--- src/rtl/mdu_pkg.sv ---
// Shared types and op-decode helpers for the iterative multiply/divide unit.
package mdu_pkg;

  typedef enum logic [2:0] {
    MULT  = 3'd0,
    MULTU = 3'd1,
    MADD  = 3'd2,
    MADDU = 3'd3,
    MSUB  = 3'd4,
    MSUBU = 3'd5,
    DIV   = 3'd6,
    DIVU  = 3'd7
  } mdu_op_t;

  typedef enum logic [2:0] {
    IDLE     = 3'd0,
    MUL      = 3'd1,
    DIV_INIT = 3'd2,
    DIV_ITER = 3'd3,
    DIV_FIX  = 3'd4,
    DONE     = 3'd5
  } mdu_state_t;

  typedef enum logic [1:0] {
    ACC_NONE = 2'd0,
    ACC_ADD  = 2'd1,
    ACC_SUB  = 2'd2
  } acc_mode_t;

  function automatic logic is_div(input mdu_op_t op);
    return (op == DIV) || (op == DIVU);
  endfunction

  function automatic logic is_signed(input mdu_op_t op);
    return (op == MULT) || (op == MADD) || (op == MSUB) || (op == DIV);
  endfunction

  function automatic acc_mode_t acc_mode(input mdu_op_t op);
    acc_mode_t m;
    case (op)
      MADD, MADDU: m = ACC_ADD;
      MSUB, MSUBU: m = ACC_SUB;
      default:     m = ACC_NONE;
    endcase
    return m;
  endfunction

endpackage

--- src/rtl/div_iter_core.sv ---
// Radix-2 restoring divider on unsigned magnitudes; the start cycle already
// produces the first quotient bit, so only count-1 further cycles follow.
module div_iter_core #(
  parameter int unsigned W  = 32,
  parameter int unsigned CW = $clog2(W + 1)
) (
  input  logic          clk,
  input  logic          rst,
  input  logic          start,
  input  logic          flush,
  input  logic [W-1:0]  dvd,
  input  logic [W-1:0]  dvs,
  input  logic [CW-1:0] count,
  output logic          done_c,
  output logic [W-1:0]  quo,
  output logic [W-1:0]  rem
);

  logic [W-1:0]  rem_q, quo_q, dvs_q;
  logic [CW-1:0] cnt_q;
  logic          active_q;

  logic [W-1:0]  src_rem, src_quo, src_dvs, nxt_rem, nxt_quo;
  logic [W+1:0]  trial;
  logic          borrow;

  // One shift/subtract step; on start, leading dividend zeros are pre-shifted away.
  always_comb begin
    src_rem = start ? '0 : rem_q;
    src_quo = start ? (dvd << (CW'(W) - count)) : quo_q;
    src_dvs = start ? dvs : dvs_q;
    trial   = {1'b0, src_rem, src_quo[W-1]} - {2'b00, src_dvs};
    borrow  = trial[W+1];
    nxt_rem = borrow ? {src_rem[W-2:0], src_quo[W-1]} : trial[W-1:0];
    nxt_quo = {src_quo[W-2:0], ~borrow};
    done_c  = active_q && (cnt_q == CW'(1));
  end

  always_ff @(posedge clk or negedge rst) begin
    if (!rst) begin
      rem_q    <= '0;
      quo_q    <= '0;
      dvs_q    <= '0;
      cnt_q    <= '0;
      active_q <= 1'b0;
    end else if (flush) begin
      active_q <= 1'b0;
    end else if (start) begin
      rem_q    <= nxt_rem;
      quo_q    <= nxt_quo;
      dvs_q    <= dvs;
      cnt_q    <= count - CW'(1);
      active_q <= (count != CW'(1));
    end else if (active_q) begin
      rem_q    <= nxt_rem;
      quo_q    <= nxt_quo;
      cnt_q    <= cnt_q - CW'(1);
      active_q <= (cnt_q != CW'(1));
    end
  end

  assign quo = quo_q;
  assign rem = rem_q;

endmodule

--- src/rtl/mdu_iter.sv ---
// EXE-stage multiply/divide unit producing {HI,LO} under valid/ready with flush.
module mdu_iter
  import mdu_pkg::*;
#(
  parameter int unsigned W         = 32,
  parameter int unsigned MUL_LAT   = 2,
  parameter int unsigned DIV_EARLY = 1
) (
  input  logic         clk,
  input  logic         rst,
  input  logic         in_valid,
  output logic         in_ready,
  input  mdu_op_t      op,
  input  logic [W-1:0] a,
  input  logic [W-1:0] b,
  input  logic [W-1:0] hi_in,
  input  logic [W-1:0] lo_in,
  input  logic         flush,
  output logic         out_valid,
  input  logic         out_ready,
  output logic [W-1:0] out_hi,
  output logic [W-1:0] out_lo,
  output logic         busy
);

  localparam int unsigned CW = $clog2(W + 1);
  localparam int unsigned MW = 3;
  localparam logic [W-1:0] MIN_VAL = {1'b1, {(W-1){1'b0}}};

  mdu_state_t state_q, state_d;
  mdu_op_t    op_q;
  logic [W-1:0]  a_q, b_q, hi_q, lo_q;
  logic [MW-1:0] mul_cnt_q;

  logic accept_c, load_mul_c, load_spec_c, load_fix_c, core_start_c, core_done_c;

  assign accept_c = in_valid && in_ready && !flush;

  // Multiply/accumulate; reads the ports in IDLE so MUL_LAT==1 can finish on the accept edge.
  mdu_op_t        m_op;
  logic [W-1:0]   m_a, m_b, m_hi, m_lo;
  logic           m_sgn;
  logic [2*W-1:0] m_ax, m_bx, prod, mul_res;

  always_comb begin
    if (state_q == IDLE) begin
      m_op = op;   m_a = a;   m_b = b;   m_hi = hi_in; m_lo = lo_in;
    end else begin
      m_op = op_q; m_a = a_q; m_b = b_q; m_hi = hi_q;  m_lo = lo_q;
    end
    m_sgn = is_signed(m_op);
    m_ax  = {{W{m_sgn & m_a[W-1]}}, m_a};
    m_bx  = {{W{m_sgn & m_b[W-1]}}, m_b};
    prod  = m_ax * m_bx;
    case (acc_mode(m_op))
      ACC_ADD: mul_res = {m_hi, m_lo} + prod;
      ACC_SUB: mul_res = {m_hi, m_lo} - prod;
      default: mul_res = prod;
    endcase
  end

  // Divide preparation: magnitudes, special cases and iteration count.
  logic          d_sgn, a_neg, b_neg, b_zero, ovf, lz_done;
  logic [W-1:0]  a_mag, b_mag, core_quo, core_rem, q_fix, r_fix;
  logic [CW-1:0] lz, count_c;

  always_comb begin
    d_sgn   = is_signed(op_q);
    a_neg   = d_sgn & a_q[W-1];
    b_neg   = d_sgn & b_q[W-1];
    a_mag   = a_neg ? -a_q : a_q;
    b_mag   = b_neg ? -b_q : b_q;
    b_zero  = (b_q == '0);
    ovf     = d_sgn && (a_q == MIN_VAL) && (b_q == '1);
    lz      = '0;
    lz_done = 1'b0;
    for (int i = W - 1; i >= 0; i--) begin
      if (!lz_done && !a_mag[i]) lz = lz + CW'(1);
      else lz_done = 1'b1;
    end
    if (DIV_EARLY == 0) count_c = CW'(W);
    else if (lz == CW'(W)) count_c = CW'(1);
    else count_c = CW'(W) - lz;
    q_fix = (a_neg ^ b_neg) ? -core_quo : core_quo;
    r_fix = a_neg ? -core_rem : core_rem;
  end

  div_iter_core #(.W(W), .CW(CW)) u_core (
    .clk    (clk),
    .rst    (rst),
    .start  (core_start_c),
    .flush  (flush),
    .dvd    (a_mag),
    .dvs    (b_mag),
    .count  (count_c),
    .done_c (core_done_c),
    .quo    (core_quo),
    .rem    (core_rem)
  );

  always_ff @(posedge clk or negedge rst) begin
    if (!rst) state_q <= IDLE;
    else      state_q <= state_d;
  end

  // Next state and datapath load strobes; flush overrides everything.
  always_comb begin
    state_d      = state_q;
    load_mul_c   = 1'b0;
    load_spec_c  = 1'b0;
    load_fix_c   = 1'b0;
    core_start_c = 1'b0;
    if (flush) begin
      state_d = IDLE;
    end else begin
      case (state_q)
        IDLE: begin
          if (accept_c) begin
            if (is_div(op)) begin
              state_d = DIV_INIT;
            end else if (MUL_LAT <= 1) begin
              state_d    = DONE;
              load_mul_c = 1'b1;
            end else begin
              state_d = MUL;
            end
          end
        end
        MUL: begin
          if (mul_cnt_q >= MW'(MUL_LAT - 1)) begin
            state_d    = DONE;
            load_mul_c = 1'b1;
          end
        end
        DIV_INIT: begin
          if (b_zero || ovf) begin
            state_d     = DONE;
            load_spec_c = 1'b1;
          end else begin
            core_start_c = 1'b1;
            state_d      = (count_c == CW'(1)) ? DIV_FIX : DIV_ITER;
          end
        end
        DIV_ITER: begin
          if (core_done_c) state_d = DIV_FIX;
        end
        DIV_FIX: begin
          state_d    = DONE;
          load_fix_c = 1'b1;
        end
        DONE: begin
          if (out_ready) state_d = IDLE;
        end
        default: state_d = IDLE;
      endcase
    end
  end

  always_ff @(posedge clk or negedge rst) begin
    if (!rst) begin
      op_q      <= MULT;
      a_q       <= '0;
      b_q       <= '0;
      hi_q      <= '0;
      lo_q      <= '0;
      mul_cnt_q <= '0;
    end else if (accept_c) begin
      op_q      <= op;
      a_q       <= a;
      b_q       <= b;
      hi_q      <= hi_in;
      lo_q      <= lo_in;
      mul_cnt_q <= MW'(1);
    end else if (state_q == MUL) begin
      mul_cnt_q <= mul_cnt_q + MW'(1);
    end
  end

  // Registered handshake and result outputs, decoded from the next state.
  always_ff @(posedge clk or negedge rst) begin
    if (!rst) begin
      in_ready  <= 1'b1;
      out_valid <= 1'b0;
      busy      <= 1'b0;
      out_hi    <= '0;
      out_lo    <= '0;
    end else begin
      in_ready  <= (state_d == IDLE);
      busy      <= (state_d != IDLE);
      out_valid <= (state_d == DONE);
      if (load_mul_c) begin
        {out_hi, out_lo} <= mul_res;
      end else if (load_spec_c) begin
        out_hi <= b_zero ? a_q : '0;
        out_lo <= b_zero ? '1 : MIN_VAL;
      end else if (load_fix_c) begin
        out_hi <= r_fix;
        out_lo <= q_fix;
      end
    end
  end

endmodule

--- config.mk ---
export PLATFORM = sky130hd
export DESIGN_NAME = mdu_iter
export DESIGN_NICKNAME = d
export VERILOG_FILES = /design/src/rtl/mdu_pkg.sv /design/src/rtl/div_iter_core.sv /design/src/rtl/mdu_iter.sv
export SDC_FILE = /design/constraint.sdc
export NUM_CORES = 2
export LEC_CHECK = 0
export ABC_AREA = 1
export ABC_CLOCK_PERIOD_IN_PS = 25000
export CAP_MARGIN = 25
export CORE_ASPECT_RATIO = 1.75
export CORE_MARGIN = 2
export CORE_UTILIZATION = 63
export DETAILED_ROUTE_END_ITERATION = 12
export MAX_ROUTING_LAYER = met4
export PLACE_DENSITY = 0.88
export SLEW_MARGIN = 25
export SYNTH_ARGS = -nofsm -noshare
export SYNTH_HDL_FRONTEND = slang
export SYNTH_HIERARCHICAL = 1
export SYNTH_SLANG_ARGS = --single-unit
export TNS_END_PERCENT = 1
--- constraint.sdc ---
create_clock -name clk -period 25 [get_ports clk]
set_input_delay 3.75 -clock clk [delete_from_list [all_inputs] [get_ports clk]]
set_output_delay 3.75 -clock clk [all_outputs]
set_load 0.005 [all_outputs]
Word-level counts from Yosys, hierarchy flattened --
Index checks and enable logic that the tools add are counted.
Word-level totals: word-level logic and storage cells 332, memories kept 0, RAM bits 0, input port bits 136, output and inout port bits 67, ROM bits 0, flip-flop bits (word level) 307, latch bits 0
Operators by class: multiplexer cells 118, order comparisons 1, div/mod/pow operators 0, equal/unequal tests 25, $add $sub $neg 43, shifts and indexed selects 1, bitwise operators 7, reductions and logical operators 119, multipliers 1
Operator list (count):
- $mux 32 | 23
- $mux 6 | 34
- $add 6x1->6 const B | 31
- $neg 32->32 | 4
- $pmux 64 s2 | 1
- $add 64x64->64 | 1
- $eq 32x32->1 const B | 2
- $mul 33x33->64 | 1
- $sub 64x64->64 | 1
- $logic_not 1->1 | 63
- $mux 1 | 46
- $logic_and 1x1->1 | 36
- $sub 33x32->34 | 1
- $logic_not 32->1 | 1
- $shl 32x6->32 | 1
- $mux 31 | 1
- $eq 3x3->1 const B | 10
- $mux 3 | 10
- $pmux 3 s6 | 1
- $eq 3x2->1 const B | 5
- $eq 6x1->1 const B | 2
- $logic_not 3->1 | 4
- $ne 6x1->1 const B | 2
- $sub 6x1->6 const B | 2
- 17 further kinds | 32

Depth between registers and ports, before layout --
depth in word-level cells 108, depth in mapped cells 141

Modules after synthesis --
The synthesis kept the hierarchy.
By module, submodules not included:
- mdu_iter | times used 1, area an instance 57497.6 um^2, seq. area each 5106.1 um^2, cells each 7458
- div_iter_core | times used 1, area an instance 9587.9 um^2, seq. area each 2577.5 um^2, cells each 1560

Worst setup path before layout --
No wires, ideal clock.
kind flip-flop to flip-flop, start point reg a_q[0], end point reg u_core.rem_q[16] (netlist: u_core/rem[16]), path slack 4853 ps, required time 24883 ps, cell stages (with the launch flop) 137, library setup time 117 ps, clock period less this slack 20147 ps, arrival 20030 ps, path buffers 4, cells stage by stage dfrtp_1 > inv_2 > ha_1 > nand2_1 > nor2_1 > nand2_1 > nand2_2 > nand3_1 > a31oi_1 > ha_1 > inv_1 > nand3_1 > nand2_1 > inv_1 > ha_1 > inv_1 > nand3_1 > nand2_1 > [101 not listed] > nand2_1 > nand2_1 > nand3_1 > inv_1 > ha_1 > fa_1 > inv_1 > nand3_1 > nand3_1 > nand2_1 > nand2_1 > nand3_1 > nand3_1 > nand2_1 > nand2_1 > nand2_1 > nand2_1 > nand2_1
Between the ends: longest elaborated chain between the ends 104, elaborated cells between the ends (all ways) 210, those cells by class add/sub (35); eq/ne (2); shift (1); mux (74); reduce/logical (98)
Ends and longest elaborated chain:
- from (decl) | RTL line mdu_iter.sv:32 | logic [W-1:0] a_q, b_q, hi_q, lo_q;
- from (signal assigned) | RTL line mdu_iter.sv:162 | a_q <= '0;
- from (signal assigned) | RTL line mdu_iter.sv:169 | a_q <= a;
- $neg 32->32 | RTL line mdu_iter.sv:71 | a_mag = a_neg ? -a_q : a_q;
- $mux 32 (*) | RTL line mdu_iter.sv:71
- parallel branches: the longest is 92 deep, another holds $add 6x1->6
- $mux 6 (*) | RTL line mdu_iter.sv:78 | if (!lz_done && !a_mag[i]) lz = lz + CW'(1);
- $sub 6x6->6 or $eq 6x6->1 (tied branches) | RTL line mdu_iter.sv:83, mdu_iter.sv:82
- $mux 6 (*) | RTL line mdu_iter.sv:82 | else if (lz == CW'(W)) count_c = CW'(1);
- via count_c[0] | RTL line mdu_iter.sv:65 | logic [CW-1:0] lz, count_c;
- $sub 6x6->6 (*) | RTL line div_iter_core.sv:30 | src_quo = start ? (dvd << (CW'(W) - count)) : quo_q;
- $shl 32x6->32 (*) | RTL line div_iter_core.sv:30
- $mux 32 (*) | RTL line div_iter_core.sv:30
- $sub 33x32->34 (*) | RTL line div_iter_core.sv:32 | trial = {1'b0, src_rem, src_quo[W-1]} - {2'b00, src_dvs};
- $mux 32 (*) | RTL line div_iter_core.sv:34 | nxt_rem = borrow ? {src_rem[W-2:0], src_quo[W-1]} : trial[W-1:0];
- $mux 32 | RTL line div_iter_core.sv:54 | end else if (active_q) begin
- $mux 32 (*) | RTL line div_iter_core.sv:48 | end else if (start) begin
- to (signal assigned) | RTL line div_iter_core.sv:49 | rem_q <= nxt_rem;
- to (signal assigned) | RTL line div_iter_core.sv:55 | rem_q <= nxt_rem;
- to (decl) | RTL line div_iter_core.sv:19 | logic [W-1:0] rem_q, quo_q, dvs_q;
Mark *: on every way through the listed nets, which the timed path passes. The select of a mux whose other input is x is not followed. A chain may end at the register's enable or synchronous reset.

Final worst setup path --
start point reg a_q[31], end point reg u_core.rem_q[16] (netlist: u_core/rem[16])
Between the ends: longest elaborated chain between the ends 104, elaborated cells between the ends (all ways) 211, those cells by class add/sub (35); eq/ne (2); shift (1); mux (74); bitwise (1); reduce/logical (98)
Ends and longest elaborated chain:
- $and 1x1->1 (*) | RTL line mdu_iter.sv:69 | a_neg = d_sgn & a_q[W-1];
- $mux 32 (*) | RTL line mdu_iter.sv:71
- via a_mag[30] | RTL line mdu_iter.sv:64 | logic [W-1:0] a_mag, b_mag, core_quo, core_rem, q_fix, r_fix;
- $logic_not 1->1 (*) | RTL line mdu_iter.sv:78
- $logic_and 1x1->1 (*) | RTL line mdu_iter.sv:78
- parallel branches: the longest is 90 deep, another holds $add 6x1->6
- $mux 6 (*) | RTL line mdu_iter.sv:78
- $sub 6x6->6 or $eq 6x6->1 (tied branches) | RTL line mdu_iter.sv:83, mdu_iter.sv:82
- $mux 6 (*) | RTL line mdu_iter.sv:82
- via count_c[1] | RTL line mdu_iter.sv:65
- $sub 6x6->6 (*) | RTL line div_iter_core.sv:30
- $shl 32x6->32 (*) | RTL line div_iter_core.sv:30
- $mux 32 (*) | RTL line div_iter_core.sv:30
- $sub 33x32->34 (*) | RTL line div_iter_core.sv:32
- $mux 32 (*) | RTL line div_iter_core.sv:34
- $mux 32 | RTL line div_iter_core.sv:54
- $mux 32 (*) | RTL line div_iter_core.sv:48
Marked as above.

==> summary.txt <==
Global routing
  • Initial antenna violation count: 35
  • Largest net degree at the start of global routing: 145
  • Global-route wire length before repair: 425000 um
  • GRT Overall Usage: 54.43%
  • Met3 usage: 21.51%
  • M2 GR Usage: 82.66%
  • Number of global-route vias before repair: 70253
  • Met1 Track Usage GR: 49.92%
  • GR peak layer: met2
  • Gr ovfl total: 0

Yosys
  • YS warnings: 6
  • Synth Register Bits: 307
  • Syn_nets: 10631
  • Cells after synthesis: 9018
  • Post-synth cell types: 72
  • Async SR Flop Fraction: 100.0%
  • Syn avg cell area: 7.439 sq um
  • Post-synth EDFFs: 0
  • Netlist Area Pre-Place: 67090 sq um
  • Register area share after synthesis: 11.45%
  • Prevailing post-synth register cell: dfrtp_1

Setup path
  • R2r startpoint: a_q[31]$_DFFE_PN0P_
  • CP required: 25570 ps
  • Most used cell, CP: nand2_1
  • FF-to-FF setup slack: 2080 ps
  • Worst R2R Path Depth: 131
  • Critical path type: flip-flop to flip-flop
  • Critical path fanouts, max: 22
  • Worst R2R End: u_core/rem[16]$_DFFE_PN0P_
  • Critical-path top delay cell: nor2_2
  • CP Launch Type: flip-flop
  • CP endpoint kind: flip-flop
  • Arr. time, crit path: 23500 ps
  • Crit-path max cell delay: 740 ps

Route
  • Drt first-iter violations: 7515
  • Via density: 6.277
  • Final WL: 276900 um
  • WL per Instance: 26.48 um
  • Final ANT Viol Nets: 0
  • First drt pass iteration count: 9
  • Drt drc: 0
  • Via count: 65641

Timing
  • Max-slew violations: 0
  • RSZ-0062 raised after global routing: false
  • Headroom to the max-slew limit: 21.25%
  • Fin. Hold Viols: 0
  • Max Freq: 43.62 MHz
  • Crit share post-route: 91.70%
  • Final setup viols: 0
  • Worst-margin pin slew: 1181 ps
  • Tmin final: 22920 ps
  • TNS Setup: 0 ps
  • Clock Skew: 60.93 ps

Clock tree
  • CTS tree: built
  • H-tree depth: 1
  • CTS Buf Count: 31
  • Post-CTS Setup Bufs: 0
  • Clk slew on worst S/H paths: 70 ps
  • Clk sink count: 307
  • Buffer depth of the longest clock path: 3
  • Clock latency on the worst-skew pair: 690 ps
  • Clock root buffer: clkbuf_16
  • Hold_buf cts: 0
  • Post-CTS Resized: 0

Die
  • Die area: 109200 sq um
  • Chip Height: 435.7 um
  • Row Count: 158
  • Num ports: 203
  • Initial Util: 63.43%
  • Core ar.: 105800 sq um
  • Die width: 250.7 um

Min path
  • Hold Startpoint: u_core/dvs_q[18]$_DFFE_PN0N_
  • Worst Hold Class: flip-flop to flip-flop
  • WHS Path Cells: 2
  • Worst Hold Endpoint: u_core/dvs_q[18]$_DFFE_PN0N_

Job
  • Max-Cap Viols: 0

Placement
  • RD Place Congestion: 1.130
  • Post-DP HPWL: 217000 um
  • PortBufs: 202

Outcome
  • Status: finished, final reports clean

Cells and area
  • Area delta synth->final: 7.458%
  • Fin nets: 10642
  • Layout cells sized above 1: 4.893%
==> layout by cell type, fill, tap and decap left out, types with 30 or more instances in the layout <==
| cell | instances |
|---|---|
| nand3_1 | 345 |
| fa_1 | 1127 |
| xnor2_1 | 106 |
| ha_1 | 349 |
| clkbuf_16 | 31 |
| or2_2 | 32 |
| nor2_1 | 726 |
| a21oi_1 | 292 |
| mux2i_1 | 30 |
| xor2_1 | 221 |
| dfrtp_1 | 306 |
| o21ai_0 | 388 |
| inv_2 | 46 |
| nand2_1 | 2351 |
| inv_1 | 1713 |
| nor3_1 | 76 |
| nand4_1 | 78 |
| o21ai_2 | 41 |
| a31oi_1 | 46 |
| buf_4 | 132 |
| clkdlybuf4s50_1 | 200 |
| o211ai_1 | 74 |
| diode_2 | 43 |
==> per-stage QoR <==
step           hold slack, ps  area (sq um)  util (%)  cells  setup slack (ps)
2_1_floorplan           444.6         67090         -   9018              4853
3_3_place_gp            459.1         70740     66.88  10350              2700
3_5_place_dp            469.6         70760     66.90  10351              2532
4_1_cts                 483.6         71860     67.94  10409              2458
5_1_grt                 505.6         72070     68.14  10450             173.5
6_report                481.6         72090     68.16  10457              2075
==> metal layers <==
metal,share of wire (%),up-vias,wire length [um]
met2,46,4715,126600
met4,15,0,40670
met1,28,30986,77230
met3,12,2560,32370
met5,0,-,0
li1,-,27380,-
==> logic make-up (layout without fill, tap and decap cells) <==
family,count (synthesis),count (layout),share of synthesized area [%]
muxes,30,30,0.4476
and+or+nand+nor,3755,3755,23.37
AOI/OAI and AO/OA,965,965,8.001
DFF,307,307,11.45
xor gates and xnor gates,335,335,4.407
other,0,43,0
adders and majority gates,1477,1477,40.16
buffers and inverters,2149,2185,12.16
==> synth_stat cells, types with 14 or more instances <==
| library cell | n | area [sq um] |
|---|---|---|
| nor2_8 | 15 | 300.3 |
| ha_1 | 350 | 4379 |
| fa_1 | 1127 | 22560 |
| mux2i_1 | 30 | 300.3 |
| a21oi_1 | 293 | 1466 |
| and2_1 | 18 | 112.6 |
| dfrtp_1 | 306 | 7657 |
| nor2_2 | 18 | 112.6 |
| clkinv_1 | 17 | 63.81 |
| inv_1 | 1721 | 6460 |
| o211ai_1 | 74 | 555.5 |
| nand4_1 | 78 | 488.0 |
| o21ai_0 | 401 | 2007 |
| clkbuf_1 | 323 | 1212 |
| nand3b_1 | 14 | 105.1 |
| nor3_1 | 76 | 380.4 |
| nor2_1 | 729 | 2736 |
| buf_2 | 23 | 115.1 |
| nor4_1 | 19 | 118.9 |
| nand3_1 | 346 | 1732 |
| nor2_4 | 14 | 157.7 |
| inv_2 | 39 | 146.4 |
| or2_2 | 32 | 200.2 |
| xnor2_1 | 109 | 954.7 |
| o21ai_1 | 55 | 275.3 |
| nand2_1 | 2352 | 8828 |
| a31oi_1 | 46 | 287.8 |
| xor2_1 | 223 | 1953 |
==> critical path: cells and delay by family (launching register included) <==
family | cells | cell delay [ps]
compound gates | 8 | 1510
buf+inv | 16 | 1110
fa+ha+maj | 33 | 9060
flops | 1 | 420
xor+xnor | 1 | 190
simple gates | 73 | 10550
==> worst max path at each step <==
stage,start,to,depth (start not counted)
after CTS,a_q[31]$_DFFE_PN0P_,u_core/rem[16]$_DFFE_PN0P_,131
after global routing,a_q[5]$_DFFE_PN0P_,u_core/rem[16]$_DFFE_PN0P_,133
final,a_q[31]$_DFFE_PN0P_,u_core/rem[16]$_DFFE_PN0P_,131
after global placement,a_q[31]$_DFFE_PN0P_,u_core/rem[16]$_DFFE_PN0P_,130
after detailed placement,a_q[31]$_DFFE_PN0P_,u_core/rem[16]$_DFFE_PN0P_,131
after floorplan,a_q[0]$_DFFE_PN0P_,u_core/rem[16]$_DFFE_PN0P_,136
==> cell type report <==
cell class	instances	area (sq um)
fillers	8664	33670
repair buffers	342	3131
inverters	1785	6725
well taps	1360	1702
diodes	43	107.6
clock inverters	18	214.0
clock buffers	40	889.6
multi-input cells	6562	51640
flip-flops and latches	307	7684
Power is left out: the tool's default activity adds up to more than one toggle a clock period on the data nets, which glitch-free logic cannot reach.
